[config.mk]
export PLATFORM = sky130hd
export DESIGN_NAME = apb_master_bridge
export DESIGN_NICKNAME = d
export VERILOG_FILES = /design/src/rtl/apb_pkg.sv /design/src/rtl/apb_master_bridge.sv
export SDC_FILE = /design/constraint.sdc
export NUM_CORES = 1
export LEC_CHECK = 0
export CAP_MARGIN = 20
export CELL_PAD_IN_SITES_DETAIL_PLACEMENT = 1
export CELL_PAD_IN_SITES_GLOBAL_PLACEMENT = 2
export CORE_UTILIZATION = 34
export DETAILED_ROUTE_END_ITERATION = 6
export DONT_BUFFER_PORTS = 1
export GPL_TIMING_DRIVEN = 0
export PLACE_DENSITY_LB_ADDON = 0.1
export SLEW_MARGIN = 20
export SYNTH_ARGS = -nofsm -noshare
export SYNTH_HDL_FRONTEND = slang
export SYNTH_SLANG_ARGS = --single-unit
[constraint.sdc]
create_clock -name pclk -period 1.6 [get_ports pclk]
set_clock_uncertainty 0.15 [all_clocks]
set_input_delay 0.32 -clock pclk [delete_from_list [all_inputs] [get_ports pclk]]
set_output_delay 0.32 -clock pclk [all_outputs]
set_load 0.01 [all_outputs]
[src/rtl/apb_pkg.sv]
// Shared types and default widths for the APB requester bridge.
package apb_pkg;

  localparam int ADDR_WIDTH_DEF     = 32;
  localparam int DATA_WIDTH_DEF     = 32;
  localparam int TIMEOUT_CYCLES_DEF = 16;

  typedef enum logic [1:0] {
    IDLE   = 2'd0,
    SETUP  = 2'd1,
    ACCESS = 2'd2
  } apb_master_state_e;

  typedef struct packed {
    logic [DATA_WIDTH_DEF-1:0] rdata;
    logic                      err;
  } apb_rsp_t;

endpackage

[src/rtl/apb_master_bridge.sv]
// Valid/ready request channel to APB3 SETUP/ACCESS transfer, one outstanding at a time.
// Optional ACCESS-phase abort on a stuck slave when APB_TIMEOUT_EN is defined.
module apb_master_bridge
  import apb_pkg::*;
#(
  parameter int addrWidth      = ADDR_WIDTH_DEF,
  parameter int dataWidth      = DATA_WIDTH_DEF,
  parameter int TIMEOUT_CYCLES = TIMEOUT_CYCLES_DEF
) (
  input  logic                 pclk,
  input  logic                 rst,
  input  logic                 req_valid,
  output logic                 req_ready,
  input  logic [addrWidth-1:0] req_addr,
  input  logic                 req_write,
  input  logic [dataWidth-1:0] req_wdata,
  output logic                 rsp_valid,
  input  logic                 rsp_ready,
  output logic [dataWidth-1:0] rsp_rdata,
  output logic                 rsp_err,
  output logic                 psel,
  output logic                 penable,
  output logic [addrWidth-1:0] paddr,
  output logic                 pwrite,
  output logic [dataWidth-1:0] pwdata,
  input  logic                 pready,
  input  logic [dataWidth-1:0] prdata,
  input  logic                 pslverr,
  output logic                 busy
);

  if (TIMEOUT_CYCLES < 1) begin : g_bad_timeout
    $error("TIMEOUT_CYCLES must be at least 1");
  end

  apb_master_state_e state_reg;

`ifdef APB_TIMEOUT_EN
  localparam int CNT_W = $clog2(TIMEOUT_CYCLES + 1);
  localparam logic [CNT_W-1:0] WAIT_LIMIT = CNT_W'(TIMEOUT_CYCLES - 1);
  logic [CNT_W-1:0] wait_cnt_reg;
`endif

  assign busy      = (state_reg != IDLE);
  assign req_ready = (state_reg == IDLE) && (!rsp_valid || rsp_ready);

  always_ff @(posedge pclk) begin
    if (rst) begin
      state_reg <= IDLE;
      psel      <= 1'b0;
      penable   <= 1'b0;
      pwrite    <= 1'b0;
      paddr     <= '0;
      pwdata    <= '0;
      rsp_valid <= 1'b0;
      rsp_err   <= 1'b0;
      rsp_rdata <= '0;
`ifdef APB_TIMEOUT_EN
      wait_cnt_reg <= '0;
`endif
    end else begin
      // A completion below overrides this drain; acceptance guarantees the slot is free by then.
      if (rsp_valid && rsp_ready) begin
        rsp_valid <= 1'b0;
      end
      case (state_reg)
        IDLE: begin
          if (req_valid && req_ready) begin
            paddr     <= req_addr;
            pwrite    <= req_write;
            pwdata    <= req_wdata;
            psel      <= 1'b1;
            penable   <= 1'b0;
            state_reg <= SETUP;
          end
        end
        SETUP: begin
          penable   <= 1'b1;
          state_reg <= ACCESS;
`ifdef APB_TIMEOUT_EN
          wait_cnt_reg <= '0;
`endif
        end
        ACCESS: begin
          if (pready) begin
            assert (!rsp_valid) else $error("completion while a response is still pending");
            rsp_rdata <= pwrite ? '0 : prdata;
            rsp_err   <= pslverr;
            rsp_valid <= 1'b1;
            psel      <= 1'b0;
            penable   <= 1'b0;
            state_reg <= IDLE;
          end
`ifdef APB_TIMEOUT_EN
          else if (wait_cnt_reg == WAIT_LIMIT) begin
            rsp_rdata <= '0;
            rsp_err   <= 1'b1;
            rsp_valid <= 1'b1;
            psel      <= 1'b0;
            penable   <= 1'b0;
            state_reg <= IDLE;
          end else begin
            wait_cnt_reg <= wait_cnt_reg + 1'b1;
          end
`endif
        end
        default: begin
          state_reg <= IDLE;
          psel      <= 1'b0;
          penable   <= 1'b0;
        end
      endcase
    end
  end

endmodule

==> flow_metrics.py <==
metrics = {
    "die": {
        "coreArea_mm2": 0.0121,
        "ios": 206,
        "rows": 40,
        "dieWidth_um": 114,
        "die_area_mm2": 0.0129,
        "initial_core_util": 0.351,
        "die_height_um": 114,
    },
    "worst_setup_path": {
        "start_kind": "flop",
        "required_ps": 1130,
        "regToRegSetupSlack_ps": -50,
        "cp_cell_sequence": "and2b_2 -> buf_6 -> buf_8 -> nor2_4",
        "crit_type": "reg -> out",
        "cp_max_fo": 3,
        "critical_path_arrival_ps": 1290,
        "cp-end-kind": "primary output",
        "cp_slowest_cell": "dfxtp_4",
        "max_stage_delay_ps": 360,
    },
    "placement": {
        "place_area_mm2": 0.00444,
        "io_buffers": 0,
        "place.gp.congestion": 0.784,
        "place_hpwl_mm": 9.87,
        "dpl_worst_slack_ps": -227,
    },
    "grt": {
        "antenna_found_initial": 0,
        "grt_max_degree": 17,
        "overflow": 0,
        "grt_pass1_vias": 4528,
        "grt_first_pass_wirelength_mm": 23.9,
        "grt_use_total": 0.236,
    },
    "clock_network": {
        "clk_pin_slew_ps": 70,
        "worst_skew_pair.late_latency_ps": 340,
        "cts_made_buffers": 9,
        "cts_root_buf": "clkbuf_16",
        "cts_tree": "done",
        "h-tree-depth": 3,
        "cts_sinks": 103,
        "ctsLongestPathBuffers": 2,
    },
    "route": {
        "drt_iter0_markers": 161,
        "vias": 4332,
        "vias_per_cell": 5.64,
        "routedWlPerCell_um": 20.2,
        "wl_met2_mm": 7.75,
        "ant_nets": 0,
        "wl_met1_mm": 6.30,
        "first_pass_iters": 4,
        "wl_met3_mm": 1.10,
        "remaining_drc_errors": 0,
        "dr.max_layer_used": "met4",
        "routed_wl_mm": 15.5,
    },
    "sta": {
        "whs_ps": 79.9,
        "setup_tns_ps": -255,
        "finalCritPeriodShare": 1.10,
        "max-slew-margin-rel": 0.390,
        "fin_crit_ps": 1760,
        "fmax_ghz": 0.570,
        "rsz0062_at_grt": "true",
        "slew_violations": 0,
        "hold_viol_final": 0,
        "setup_viol": 8,
        "fin_ws_ps": -155,
        "tightest_slew_ps": 915,
    },
    "yosys": {
        "ys_ff_latch": 103,
        "syn-num-nets": 584,
        "ys_warn_count": 0,
        "netlist_instances": 481,
        "syn_area_mm2": 0.00423,
        "syn_avg_cell_area_um2": 8.79,
        "ys_types": 23,
        "synth_seq_area_share": 0.488,
    },
    "final_layout": {
        "final_cell_mix": "100 x a21oi_1, 100 x dfxtp_1, 98 x dlygate4sd3_1, 65 x nand4_1, 43 x o31ai_2",
        "layout-drive-gt1-share": 0.197,
        "final_area_mm2": 0.00621,
        "diodes": 0,
        "syn_to_final_growth_pct": 47.0,
        "nets": 698,
        "reg_top3": "paddr x32, pwdata x32, rsp_rdata x32",
    },
    "power_and_ir_drop": {
        "p_leak_uw": 0.00209,
        "ir_worst_vdd_v": 0.000469,
        "pwr_density_cell_mw_per_mm2": 973,
        "power.total_uw": 6040,
    },
    "hold_path": {
        "hold_class": "in -> reg",
    },
    "run_status": {
        "outcome": "finished, violations left",
        "violations": "setup timing",
    },
    "run": {
        "maxCapViolCount": 0,
    },
}
-- worst max-delay path, delay by kind of cell (launching register included) --
family / cells / cell delay, ps
buffers and inverters: 2 / 240
flip-flops: 1 / 360
AND/OR/NAND/NOR: 2 / 340
-- per-layer routing --
layer | vias to the layer above | GRT usage
met1 | 2116 | 0.271
li1 | 2032 | -
met4 | 0 | 0.0886
met2 | 157 | 0.417
met3 | 27 | 0.0643
met5 | - | 0
-- worst paths after layout --
| kind | from | to | cells after the start |
|---|---|---|---|
| setup / recovery | rsp_valid | req_ready | 4 |
| hold / removal | pready | state_reg[1] | 3 |
| setup reg to reg | rsp_valid | paddr[15] | 6 |
| hold reg to reg | rsp_rdata[25] | rsp_rdata[25] | 2 |
-- cell families (layout without fill, tap and decap cells) --
logic type,Yosys count,after routing,share of synthesized area
AOI/OAI and AO/OA,170,170,0.241
buffers and inverters,66,185,0.0737
DFF,103,103,0.488
and+or+nand+nor,142,142,0.198
-- final cells by class --
| type | instances | area (um^2) |
|---|---|---|
| multi-input cells | 312 | 2160 |
| inverters | 3 | 11.3 |
| plain buffers | 63 | 417 |
| clock buffers | 12 | 256 |
| repair buffers | 103 | 1040 |
| well taps | 168 | 210 |
| clock inverters | 4 | 53.8 |
| flip-flops and latches | 103 | 2070 |
| fillers | 1372 | 5850 |
-- timing repair --
item,in CTS,in global routing
hold buffers,98,0
cloned,0,1
endpoints found under the setup margin,61,77
hold endpoints to repair,98,0
pin swaps,3,6
buffers inserted,6,0
resized for setup,74,42
-- through the flow --
step                       util  instances
after CTS                 0.503        768
after detailed placement  0.368        649
final                     0.515        768
after global routing      0.515        768
after floorplan               -        481
after global placement    0.368        649
-- power breakdown --
part           internal [uW]  switching (uW)
logic                    412             474
registers               2700             184
clock network           1300             976
total                   4410            1630
-- cell usage after synthesis, drive strengths merged --
| cell | number | area share |
|---|---|---|
| a31oi | 1 | 0.0015 |
| nor2 | 5 | 0.0050 |
| o211ai | 1 | 0.0018 |
| nand4 | 65 | 0.096 |
| nand3b | 33 | 0.059 |
| nand3 | 1 | 0.0012 |
| nor2b | 1 | 0.0015 |
| a21oi | 102 | 0.12 |
| nand2b | 1 | 0.0015 |
| o31ai | 65 | 0.12 |
| nand2 | 34 | 0.030 |
| dfxtp | 103 | 0.49 |
| o21ai | 1 | 0.0012 |
| inv | 3 | 0.0027 |
| buf | 33 | 0.044 |
| and2b | 1 | 0.0018 |
| clkbuf | 30 | 0.027 |
| and3b | 1 | 0.0021 |
Power figures use the tool's default switching activity.
